`src/rtl/cpu_pkg.sv`:
```
// Shared CPU definitions: multiply/divide op codes (also decoded by the logic
// controller), mul/div FSM state encodings and the default datapath width.
package cpu_pkg;

  localparam int MD_WIDTH = 32;

  localparam logic [1:0] MD_OP_MULT  = 2'b00;
  localparam logic [1:0] MD_OP_MULTU = 2'b01;
  localparam logic [1:0] MD_OP_DIV   = 2'b10;
  localparam logic [1:0] MD_OP_DIVU  = 2'b11;

  typedef enum logic [1:0] {
    MD_IDLE = 2'b00,
    MD_CALC = 2'b01,
    MD_FIX  = 2'b10
  } md_state_e;

endpackage

```
`src/rtl/md_negate.sv`:
```
// Conditional two's complement; used for operand magnitudes and result sign fix.
module md_negate #(
  parameter int W = 32
) (
  input  logic [W-1:0] val_i,
  input  logic         neg_i,
  output logic [W-1:0] res_o
);

  assign res_o = neg_i ? ((~val_i) + W'(1)) : val_i;

endmodule

```
`src/rtl/mul_div_unit.sv`:
```
// Iterative multiply/divide unit: shift-add multiply, restoring divide, one bit
// per cycle on operand magnitudes, with sign correction in a final FIX cycle.
module mul_div_unit
  import cpu_pkg::*;
#(
  parameter int WIDTH   = MD_WIDTH,
  parameter int CNTBITS = 6
) (
  input  logic             clk,
  input  logic             reset,
  input  logic             start,
  input  logic [1:0]       op,
  input  logic [WIDTH-1:0] rs_data,
  input  logic [WIDTH-1:0] rt_data,
  output logic             busy,
  output logic             done,
  output logic [WIDTH-1:0] hi,
  output logic [WIDTH-1:0] lo,
  output logic             div_by_zero
);

  md_state_e          state_q;
  logic [CNTBITS-1:0] cnt_q;
  logic               is_div_q, neg_res_q, neg_rem_q, dz_q;
  logic [WIDTH-1:0]   dvs_q, rs_raw_q;
  logic [2*WIDTH-1:0] acc_q;
  logic               busy_q, done_q, dbz_q;
  logic [WIDTH-1:0]   hi_q, lo_q;

  // Operand decode at the sampling edge.
  logic             op_signed, op_div, rs_neg, rt_neg;
  logic [WIDTH-1:0] rs_abs, rt_abs;

  assign op_signed = (op == MD_OP_MULT) || (op == MD_OP_DIV);
  assign op_div    = (op == MD_OP_DIV)  || (op == MD_OP_DIVU);
  assign rs_neg    = op_signed & rs_data[WIDTH-1];
  assign rt_neg    = op_signed & rt_data[WIDTH-1];

  md_negate #(.W(WIDTH)) u_abs_rs (.val_i(rs_data), .neg_i(rs_neg), .res_o(rs_abs));
  md_negate #(.W(WIDTH)) u_abs_rt (.val_i(rt_data), .neg_i(rt_neg), .res_o(rt_abs));

  // One iteration. acc_q holds {hi_part, lo_part}: product/multiplier for
  // multiply, remainder/quotient-dividend for divide. The shifted remainder
  // needs WIDTH+1 bits; after a restoring step it always fits in WIDTH again.
  logic [WIDTH:0]     mul_sum, rem_sh;
  logic [WIDTH-1:0]   rem_sub, rem_nxt;
  logic               rem_ge;
  logic [2*WIDTH-1:0] acc_step;

  always_comb begin
    mul_sum  = {1'b0, acc_q[2*WIDTH-1:WIDTH]} + (acc_q[0] ? {1'b0, dvs_q} : '0);
    rem_sh   = {acc_q[2*WIDTH-1:WIDTH], acc_q[WIDTH-1]};
    rem_ge   = rem_sh >= {1'b0, dvs_q};
    rem_sub  = rem_sh[WIDTH-1:0] - dvs_q;
    rem_nxt  = rem_ge ? rem_sub : rem_sh[WIDTH-1:0];
    if (is_div_q) acc_step = {rem_nxt, acc_q[WIDTH-2:0], rem_ge};
    else          acc_step = {mul_sum, acc_q[WIDTH-1:1]};
  end

  // Sign correction of the magnitude results.
  logic [2*WIDTH-1:0] prod_fix;
  logic [WIDTH-1:0]   quo_fix, rem_fix;

  md_negate #(.W(2*WIDTH)) u_fix_prod (.val_i(acc_q), .neg_i(neg_res_q), .res_o(prod_fix));
  md_negate #(.W(WIDTH)) u_fix_quo (.val_i(acc_q[WIDTH-1:0]), .neg_i(neg_res_q), .res_o(quo_fix));
  md_negate #(.W(WIDTH)) u_fix_rem (.val_i(acc_q[2*WIDTH-1:WIDTH]), .neg_i(neg_rem_q), .res_o(rem_fix));

  logic [WIDTH-1:0] hi_d, lo_d;

  always_comb begin
    hi_d = prod_fix[2*WIDTH-1:WIDTH];
    lo_d = prod_fix[WIDTH-1:0];
    if (is_div_q) begin
      if (dz_q) begin
        hi_d = rs_raw_q;
        lo_d = '1;
      end else begin
        hi_d = rem_fix;
        lo_d = quo_fix;
      end
    end
  end

  always_ff @(posedge clk or posedge reset) begin
    if (reset) begin
      state_q   <= MD_IDLE;
      cnt_q     <= '0;
      is_div_q  <= 1'b0;
      neg_res_q <= 1'b0;
      neg_rem_q <= 1'b0;
      dz_q      <= 1'b0;
      dvs_q     <= '0;
      rs_raw_q  <= '0;
      acc_q     <= '0;
      busy_q    <= 1'b0;
      done_q    <= 1'b0;
      dbz_q     <= 1'b0;
      hi_q      <= '0;
      lo_q      <= '0;
    end else begin
      done_q <= 1'b0;
      case (state_q)
        MD_IDLE: begin
          if (start) begin
            is_div_q  <= op_div;
            neg_res_q <= rs_neg ^ rt_neg;
            neg_rem_q <= rs_neg;
            dz_q      <= (rt_data == '0);
            rs_raw_q  <= rs_data;
            dvs_q     <= op_div ? rt_abs : rs_abs;
            acc_q     <= {{WIDTH{1'b0}}, (op_div ? rs_abs : rt_abs)};
            cnt_q     <= '0;
            dbz_q     <= 1'b0;
            busy_q    <= 1'b1;
            state_q   <= MD_CALC;
          end
        end
        MD_CALC: begin
          acc_q <= acc_step;
          cnt_q <= cnt_q + 1'b1;
          if (cnt_q == CNTBITS'(WIDTH-1)) state_q <= MD_FIX;
        end
        MD_FIX: begin
          hi_q    <= hi_d;
          lo_q    <= lo_d;
          dbz_q   <= is_div_q & dz_q;
          done_q  <= 1'b1;
          busy_q  <= 1'b0;
          state_q <= MD_IDLE;
        end
        default: state_q <= MD_IDLE;
      endcase
    end
  end

  assign busy        = busy_q;
  assign done        = done_q;
  assign hi          = hi_q;
  assign lo          = lo_q;
  assign div_by_zero = dbz_q;

endmodule

```
`config.mk`:
```
export PLATFORM = sky130hd
export DESIGN_NAME = mul_div_unit
export DESIGN_NICKNAME = d
export VERILOG_FILES = /design/src/rtl/cpu_pkg.sv /design/src/rtl/md_negate.sv /design/src/rtl/mul_div_unit.sv
export SDC_FILE = /design/constraint.sdc
export NUM_CORES = 1
export LEC_CHECK = 0
export CORE_MARGIN = 5
export CORE_UTILIZATION = 40
export DETAILED_ROUTE_END_ITERATION = 16
export PLACE_DENSITY = 0.67
export SYNTH_ARGS = -nofsm -noshare
export SYNTH_HDL_FRONTEND = slang
export SYNTH_HIERARCHICAL = 1
export SYNTH_SLANG_ARGS = --single-unit
```
`constraint.sdc`:
```
create_clock -name clk -period 7.7 [get_ports clk]
set_input_delay 1.54 -clock clk [delete_from_list [all_inputs] [get_ports clk]]
set_output_delay 1.54 -clock clk [all_outputs]
set_load 0.02 [all_outputs]
```
==> flow_summary_export.csv, run 1 <==
group,metric,value,unit
status,outcome,"complete, no violations",
die,fp.coreArea,46300,um^2
clocking,ctsRootBufferMaster,"clkbuf_16",
clocking,path_clk_slew,70,ps
die,die_x,226,um
sta,min_period,4340,ps
clocking,cts_setup_buffers,0,
logic_synthesis,ys.flop_type,"dfrtp_1",
clocking,cts.sinks,207,
logic_synthesis,yosys.cell_count.top_type,"nand2_1",
layout,fillers,4589,
logic_synthesis,synth_cell_types,79,
layout,area_growth,13.5,%
worst_setup_path,crit_path_start_kind,"flip-flop",
logic_synthesis,synth_top_area_cell,"dfrtp_1",
clocking,postCtsHoldBufs,0,
routing,ant_nets,0,
worst_setup_path,path_class,"reg2reg",
logic_synthesis,synthesis.nets,2410,
routing,drt_iter0_drc,1765,
logic_synthesis,synth_edf_count,0,
logic_synthesis,yosysSeqAreaShare,27.9,%
routing,viasPerCell,6.03,
layout,layout-drive-gt1-share,7.18,%
die,dieArea,50900,um^2
logic_synthesis,postSynthAreaPerCell,8.19,um^2
global_routing,grt_usage,24.4,%
logic_synthesis,synthCells,2269,
clocking,clkLatencyLatePin,570,ps
min_path,hp-class,"reg2reg",
sta,max_slew_margin,13.5,%
pwr,clockPowerShare,14.1,%
routing,num_vias,17700,
logic_synthesis,synth_seq_cells,207,
layout,final_nets,2452,
global_routing,grt_overflow_total,0,
logic_synthesis,synth_common_cells,"nand2_1, o21ai_0, xnor2_1",
worst_setup_path,required,8110,ps
sta,setup_viol,0,
worst_setup_path,arrival,4750,ps
logic_synthesis,netlist_area,18600,um^2
place,gp_congestion,1.00,
logic_synthesis,ys_async_sr_fraction,100,%
die,start_util,40.2,%
clocking,cts_tree,"yes",
sta,drv_slew,0,
place,pre_cts_ws,3120,ps
worst_setup_path,cp-end-kind,"flip-flop",
place,place_hpwl,47800,um
pwr,p_comb_share,58.3,%
clocking,clock_path_buffers,3,
clocking,cts.repair.resized,0,
die,die_h,226,um
sta,rsz0062_at_grt,"false",
global_routing,grt_pass1_wl,100000,um
logic_synthesis,yosysTopAreaCellShare,27.9,%
global_routing,antenna_found_initial,2,
routing,wl_per_cell,21.9,um
pwr,max-vdd-ir-drop,356,uV
sta,fin_crit_sh,56.3,%
die,pin_count,136,
sta,worst_slack,3360,ps
sta,finalSetupTns,0,ps
routing,wl,64300,um
sta,finalHoldViolCount,0,
clocking,htree_num_levels,1,
pwr,power_switching,3.94,mW
sta,fmax,231,MHz
global_routing,grt_pass1_vias,17000,
pwr,p_int,3.95,mW
sta,worst_pin_slew,1290,ps
global_routing,grt_max_degree,112,
job,maxCapViolCount,0,
logic_synthesis,synth_area_leaders,"dfrtp_1, xnor2_1, nand2_1",
layout,fin_util,45.6,%
die,floorplan.rows,79,
clocking,cts_inserted_buffers,23,
pwr,sw_frac_of_total,49.9,%
place,io_buffers,135,
worst_setup_path,cp_max_fo,32,
logic_synthesis,yosys_warnings,6,
pwr,power_density,375,nW/um^2
routing,drt-pass1-iter-count,6,
routing,drc_errors,0,
pwr,leakage,8.41,nW
pwr,pwr-share-seq,27.6,%
sta,clock_skew,28.4,ps
==> state kept, by name, summed over array words and instances, names as in the netlist <==
| register | flops |
|---|---|
| dvs_q | 32 |
| acc_q | 64 |
| hi | 32 |
| dz_q | 1 |
| state_q | 2 |
| cnt_q | 6 |
| neg_res_q | 1 |
| busy | 1 |
| rs_raw_q | 32 |
| is_div_q | 1 |
| lo | 32 |
| div_by_zero | 1 |
| done | 1 |
| neg_rem_q | 1 |
==> power groups by stage <==
stage               registers, mW  logic [mW]  clock network, mW
floorplan                    1.84        3.54                  0
global placement             2.17        4.46                  0
detailed placement           2.18        4.52                  0
CTS                          2.17        4.55               1.13
global route                 2.23        5.08               1.17
finish                       2.18        4.60               1.11
==> metal layers <==
metal	share of wire, %	GRT usage (%)
met1	43	33.4
met2	46	38.9
met3	8.2	4.99
met4	3.6	7.85
met5	0.020	0
==> layout make-up <==
cell class | count | area (um^2) | share of cell area (%)
antenna | 1 | 2.50 | 0.0119
clock buffer | 32 | 639 | 3.03
clock inverter | 9 | 96.3 | 0.457
inverter | 62 | 240 | 1.14
multi-input combinational | 1865 | 12700 | 60.2
sequential | 207 | 5180 | 24.6
tap | 607 | 759 | 3.60
timing repair buffer | 152 | 1480 | 7.00
==> kinds of logic after synthesis <==
family	count (synthesis)	synth area share (%)
xor gates and xnor gates	235	11.1
buffers and inverters	197	4.17
DFF	207	27.9
and+or+nand+nor	751	20.7
adders and majority gates	72	4.93
AOI/OAI and AO/OA	650	22.6
muxes	157	8.67
==> per-stage QoR <==
stage,area [um^2],hold slack [ps],total power [mW],std cells
6_report,21100,476,7.90,2935
5_1_grt,21100,496,8.47,2935
4_1_cts,21100,480,7.84,2934
3_5_place_dp,20300,466,6.70,2893
3_3_place_gp,20300,460,6.63,2893
2_1_floorplan,18600,439,5.38,2269
==> critical path, cell delays in order (launching register included) <==
cell,delay (ps)
dfrtp_1,580
buf_4,380
and2_1,180
ha_1,190
inv_1,70
fa_1,410
nor2b_1,180
o31a_2,190
o41a_4,180
a2111oi_2,80
or4_1,580
a211o_1,360
or4b_1,520
a32oi_1,230
a31oi_1,60
==> layout by cell type (no fill, tap or decap), types with 16 or more instances in the layout <==
cell type,netlist,layout
a21o_1,25,25
a21oi_1,129,129
and2_1,33,33
buf_4,6,18
clkbuf_16,0,23
clkdlybuf4s50_1,0,134
dfrtp_1,207,204
ha_1,70,70
inv_1,61,60
mux2_2,32,32
mux2i_1,125,125
nand2_1,353,352
nand2b_1,31,29
nand3_1,39,39
nand4_1,23,23
nor2_1,117,116
nor3_1,28,28
nor4_1,24,24
nor4_4,16,16
o21ai_0,252,252
o22ai_1,32,32
o31ai_1,56,56
o41ai_1,31,31
o41ai_2,21,21
or3_1,19,19
xnor2_1,210,210
xor2_1,25,25
==> final timing paths <==
check / start / end / slack, ps / depth (start not counted)
max reg2reg: acc_q[0] / acc_q[59] / 3360 / 14
max: acc_q[0] / acc_q[59] / 3360 / 14
min reg2reg: cnt_q[5] / cnt_q[5] / 480 / 1
min: cnt_q[5] / cnt_q[5] / 480 / 1
max in group asynchronous: reset / lo[19] / 4940 / 3
min in group asynchronous: reset / hi[25] / 1460 / 2
No activity file was read; power rests on OpenSTA's default activity.
==> inputs of run 2 (changes only) <==
==> constraint.sdc (replaced) <==
create_clock -name clk -period 4.05 [get_ports clk]
set_input_delay 0.81 -clock clk [delete_from_list [all_inputs] [get_ports clk]]
set_output_delay 0.81 -clock clk [all_outputs]
set_load 0.02 [all_outputs]
==> run 2 against run 1 <==
Against the previous run:
- maximum frequency increased by 17%
- global-route usage increased by 0.17 points
- wire length increased by 1.9%
- clock skew decreased by 17 ps
- sequential power increased by 66%
- critical endpoint unchanged
==> flow_summary_export.csv, run 2 (same netlist as run 1, synthesis figures left out) <==
group,metric,value,unit
status,outcome,"complete, no violations",
worst_setup_path,required,4470,ps
routing,num_vias,17900,
place,place_hpwl,50100,um
clocking,ctsRootBufferMaster,"clkbuf_16",
routing,viasPerCell,5.95,
routing,ant_nets,0,
layout,area_growth,16.7,%
routing,drt_iter0_drc,1829,
sta,max_slew_margin,8.15,%
clocking,clkLatencyLatePin,560,ps
layout,largest_register_ffs,64,
layout,layout_common_cells,"nand2_1, o21ai_0, xnor2_1",
pwr,power_switching,7.68,mW
sta,finalHoldViolCount,0,
pwr,leakage,8.79,nW
layout,largest_register,"acc_q",
layout,final_common_cell,"nand2_1",
sta,worst_pin_slew,1370,ps
clocking,cts_inserted_buffers,25,
global_routing,grt_pass1_vias,17000,
routing,wl_per_cell,21.8,um
worst_setup_path,path_class,"reg2reg",
pwr,p_int,7.95,mW
global_routing,grt_overflow_total,0,
die,die_x,226,um
die,fp.coreArea,46300,um^2
global_routing,antenna_found_initial,1,
pwr,clockPowerShare,14.4,%
pwr,max-vdd-ir-drop,391,uV
global_routing,grt_pass1_wl,99600,um
sta,worst_slack,333,ps
global_routing,grt_max_degree,98,
worst_setup_path,arrival,4140,ps
die,dieArea,50900,um^2
sta,fmax,269,MHz
sta,fin_crit_sh,91.8,%
job,maxCapViolCount,0,
place,io_buffers,135,
sta,finalSetupTns,0,ps
place,pre_cts_ws,270,ps
min_path,hp-class,"reg2reg",
sta,drv_slew,0,
die,floorplan.rows,79,
worst_setup_path,crit_path_start_kind,"flip-flop",
place,place_area,20900,um^2
die,start_util,40.2,%
clocking,clock_path_buffers,3,
clocking,postCtsHoldBufs,0,
routing,drt-pass1-iter-count,7,
routing,wl,65500,um
layout,postLayoutCellArea,21700,um^2
pwr,p_total,15.6,mW
routing,drc_errors,0,
clocking,htree_num_levels,1,
layout,final_nets,2525,
pwr,power_density,720,nW/um^2
sta,rsz0062_at_grt,"false",
worst_setup_path,cp_max_fo,6,
clocking,path_clk_slew,60,ps
worst_setup_path,critical-path-slowest-cell,"or4_1",
sta,setup_viol,0,
sta,min_period,3720,ps
place,gp_congestion,1.01,
layout,layout-drive-gt1-share,10.1,%
clocking,cts.sinks,207,
pwr,pwr-share-seq,23.2,%
worst_setup_path,crit_chain,"and2_1, ha_1, inv_1, fa_1, nor2b_1, o31a_2, o41a_4, a2111oi_2, or4_1, a211o_1, or4b_1, a32oi_1, a31oi_1",
die,die_h,226,um
worst_setup_path,cp-end-kind,"flip-flop",
pwr,sw_frac_of_total,49.1,%
die,pin_count,136,
worst_setup_path,critPathMaxStageDelay,620,ps
clocking,cts_tree,"yes",
sta,holdWs,474,ps
global_routing,grt_usage,24.6,%
sta,clock_skew,11.5,ps
pwr,p_comb_share,62.4,%
-- run 2: cell types whose count changed in the layout (fill, tap and decap cells not counted), sizes merged --
| cell | before | now |
|---|---|---|
| buf | 18 | 88 |
| bufinv | 1 | 2 |
| clkbuf | 32 | 31 |
| clkinv | 4 | 5 |
| clkinvlp | 3 | 4 |
| diode | 1 | 2 |
| inv | 63 | 64 |
-- run 2: metrics by stage --
| stage | util (%) | instances |
|---|---|---|
| floorplan | - | 2269 |
| finish | 46.9 | 3009 |
| detailed placement | 45.2 | 2963 |
| global placement | 45.2 | 2963 |
| CTS | 46.9 | 3006 |
| global route | 46.9 | 3008 |
-- run 2: timing repair --
item / in CTS / in global routing
buffers inserted: 0 / 0
endpoints found under the hold margin: 0 / 0
gates resized for setup: 0 / 2
endpoints found under the setup margin: 0 / 3
-- run 2: worst max-delay path: cells and delay by family (launching register included) --
kind / cells / cell delay (ps)
adders and majority gates: 2 / 600
buffers and inverters: 1 / 60
DFF: 1 / 430
AOI/OAI and AO/OA: 6 / 1020
and+or+nand+nor: 4 / 1470
-- run 2: power by group through the flow --
stage	registers (mW)	clock network (mW)	logic, mW
floorplan	3.50	0	6.73
global placement	3.60	0	9.40
detailed placement	3.63	0	9.50
CTS	3.59	2.29	9.56
global route	3.69	2.38	10.6
finish	3.62	2.25	9.76
-- run 2: final cells by class --
type / instances / area (um^2)
clock inverters: 13 / 134
repair buffers: 223 / 2030
flip-flops and latches: 207 / 5180
inverters: 62 / 236
clock buffers: 30 / 654
multi-input cells: 1865 / 12700
diodes: 2 / 5.00
well taps: 607 / 759
fillers: 4504 / 24600
-- run 2: path summary, 6_finish.rpt --
kind,from,depth (start not counted),slack (ps),endpoint
worst min-delay path,hi[19],2,470,hi[19]
min in group asynchronous,reset,3,750,hi[29]
worst max register to register,acc_q[0],13,330,acc_q[59]
worst min register to register,hi[19],2,470,hi[19]
worst max-delay path,acc_q[0],13,330,acc_q[59]
max in group asynchronous,reset,3,2720,dz_q
-- run 2: routing by layer --
layer / vias up / global-route usage (%) / part of all wire [%]
li1: 8429 / - / -
met1: 8653 / 33.5 / 42
met2: 729 / 40.3 / 46
met3: 104 / 4.52 / 8.3
met4: 0 / 6.68 / 2.9
met5: - / 0 / 0
==> variant: new RTL, flow settings as in run 2 <==
One comparison of `cnt_q` changes from == to >=.
--- a/src/rtl/mul_div_unit.sv
+++ b/src/rtl/mul_div_unit.sv
@@ -118,7 +118,7 @@
         MD_CALC: begin
           acc_q <= acc_step;
           cnt_q <= cnt_q + 1'b1;
-          if (cnt_q == CNTBITS'(WIDTH-1)) state_q <= MD_FIX;
+          if (cnt_q >= CNTBITS'(WIDTH-1)) state_q <= MD_FIX;
         end
         MD_FIX: begin
           hi_q    <= hi_d;
Formal check against the unedited RTL: no difference found for any inputs over 10 cycles, from zero or initial values and one cycle with reset high; that may be too few to reach the edited logic, so the function may still have changed.
==> variant against run 2 <==
Wire length grew 0.56%; count of clock-buffer cells in the layout down 1; synthesized area grew 0.46%; die area rose by 0.44%; design area up 0.36%; fmax fell by 3.0%; final cell count decreased by 0.37%; clock skew is 0.0080 ns higher; worst setup slack worse by 0.12 ns; sequential cell count did not move; power increased by 25%; critical path type unchanged; largest power group unchanged.
==> variant: results (changes against run 2) <==
* Gp weighted congestion at 0.997 (was 1.01)
* Largest net degree at the start of global routing at 91 (was 98)
* Vias per cell at 5.97 (was 5.95)
* Layout cells sized above 1 at 10.5% (was 10.1%)
* Peak VDD IR at 0.452 mV (was 0.391 mV)
* Fin cells at 2998 (was 3009)
* Clock transition at path regs at 0.07 ns
* Netlist cell types at 89 (was 79)
* Worst path max stage delay at 0.69 ns (was 0.62 ns)
* 1st-pass router iterations at 6 (was 7)
* Adder and majority gate portion of the synthesized area at 4.90% (was 4.93%)
* Filler cell count at 4488 (was 4504)
* Synth Area in XOR/XNOR at 11.0% (was 11.1%)
* Drt total wl at 65900 um (was 65500 um)
* Final HPWL DP at 50900 um (was 50100 um)
* Nets at 2514 (was 2525)
* CTS buffer count at 24 (was 25)
* Number of global-route vias before repair at 16900 (was 17000)
* Mux contribution to synthesized area at 8.82% (was 8.67%)
* Static leakage at 8.82 nW (was 8.79 nW)
* CP Max Fanout at 20 (was 6)
* Worst slack, placed at 0.302 ns (was 0.270 ns)
* Cells after Synth at 2259 (was 2269)
* Warning count from the yosys run at 6 (unchanged)
* Sequential area share after synthesis at 27.7% (was 27.9%)
* Synth Area in Compound Gates at 22.4% (was 22.6%)
* GRT Util Overall at 24.7% (was 24.6%)
* Syn_nets at 2400 (was 2410)
* Skew final at 0.0195 ns (was 0.0115 ns)
* ANT cells at 0 (was 2)
* Slew headroom at 4.33% (was 8.15%)
* Largest cells by area after synthesis: dfrtp_1 28%, xnor2_1 10%, nand2_1 7.6% (was dfrtp_1 28%, xnor2_1 9.9%, nand2_1 7.1%)
* Post-synth top cells: 376 x nand2_1, 271 x o21ai_0, 220 x xnor2_1 (was 353 x nand2_1, 252 x o21ai_0, 210 x xnor2_1)
* Antenna violations before repair at 0 (was 1)
* Status: complete, no violations (unchanged)
* Slowest CP cell: nor4_1 (was or4_1)
* Crit path max-delay family: compound AO/OA/AOI/OAI gates (was simple AND/OR/NAND/NOR gates)
* Critical path data arrival time at 4.24 ns (was 4.14 ns)
variant: cell types whose count changed in the layout (fill, tap and decap cells not counted), moves of 6 or more:
cell	change
inv_1	+6
nor2_1	-41
a21oi_1	-39
nand2b_1	-6
o21ai_0	+19
nand2_1	+23
xnor2_1	+10
xor2_1	-10
variant: path summary, 6_finish.rpt:
check	slack, ns	cells past startpoint	start	end
min in group asynchronous	0.58	2	reset	acc_q[36]
max	0.22	11	acc_q[0]	acc_q[56]
max reg2reg	0.22	11	acc_q[0]	acc_q[56]
min reg2reg	0.47	1	cnt_q[5]	cnt_q[5]
max in group asynchronous	2.62	3	reset	is_div_q
min	0.47	1	cnt_q[5]	cnt_q[5]
variant: kinds of logic (layout without fill, tap and decap cells):
kind of cell             count (synthesis)  after routing
adder cells (fa/ha/maj)                 72             72
buffers and inverters                  202            334
AO/OA/AOI/OAI                          640            640
AND/OR/NAND/NOR                        743            743
XOR/XNOR                               235            235
flip-flops                             207            207
multiplexers                           160            160
variant: power by group:
group,internal (mW),switching (mW)
Combinational,5.48,7.32
Sequential,3.04,1.40
Clock,1.33,0.977
variant: per-stage QoR:
stage               util [%]  instance area (um^2)
floorplan                  -                 18700
global placement        45.2                 21000
detailed placement      45.2                 21000
CTS                     47.0                 21800
global route            47.0                 21800
finish                  47.0                 21800
variant: final cells by class:
class,instances,area (um^2),share of cell area [%]
multi-input combinational,1850,12700,58.3
sequential,207,5190,23.8
timing repair buffer,223,2070,9.50
tap,607,759,3.49
clock buffer,29,639,2.94
inverter,67,255,1.17
clock inverter,15,178,0.816
variant: worst register-to-register path, cell delays in order (launching register included):
cell      delay (ns)
dfrtp_1         0.61
and2_1          0.26
ha_1            0.35
o21ai_0         0.14
o21a_1          0.23
nor4_1          0.69
o21bai_1        0.15
a211oi_1        0.50
nor2_1          0.15
o31ai_1         0.31
xnor2_1         0.17
o221ai_1        0.13
variant: layer usage:
metal | vias to the layer above | wire length, um | global-route usage (%)
li1 | 8374 | - | -
met1 | 8715 | 28100 | 33.8
met2 | 713 | 29500 | 39.2
met3 | 109 | 6330 | 6.50
met4 | 0 | 1890 | 6.38
met5 | - | 0 | 0
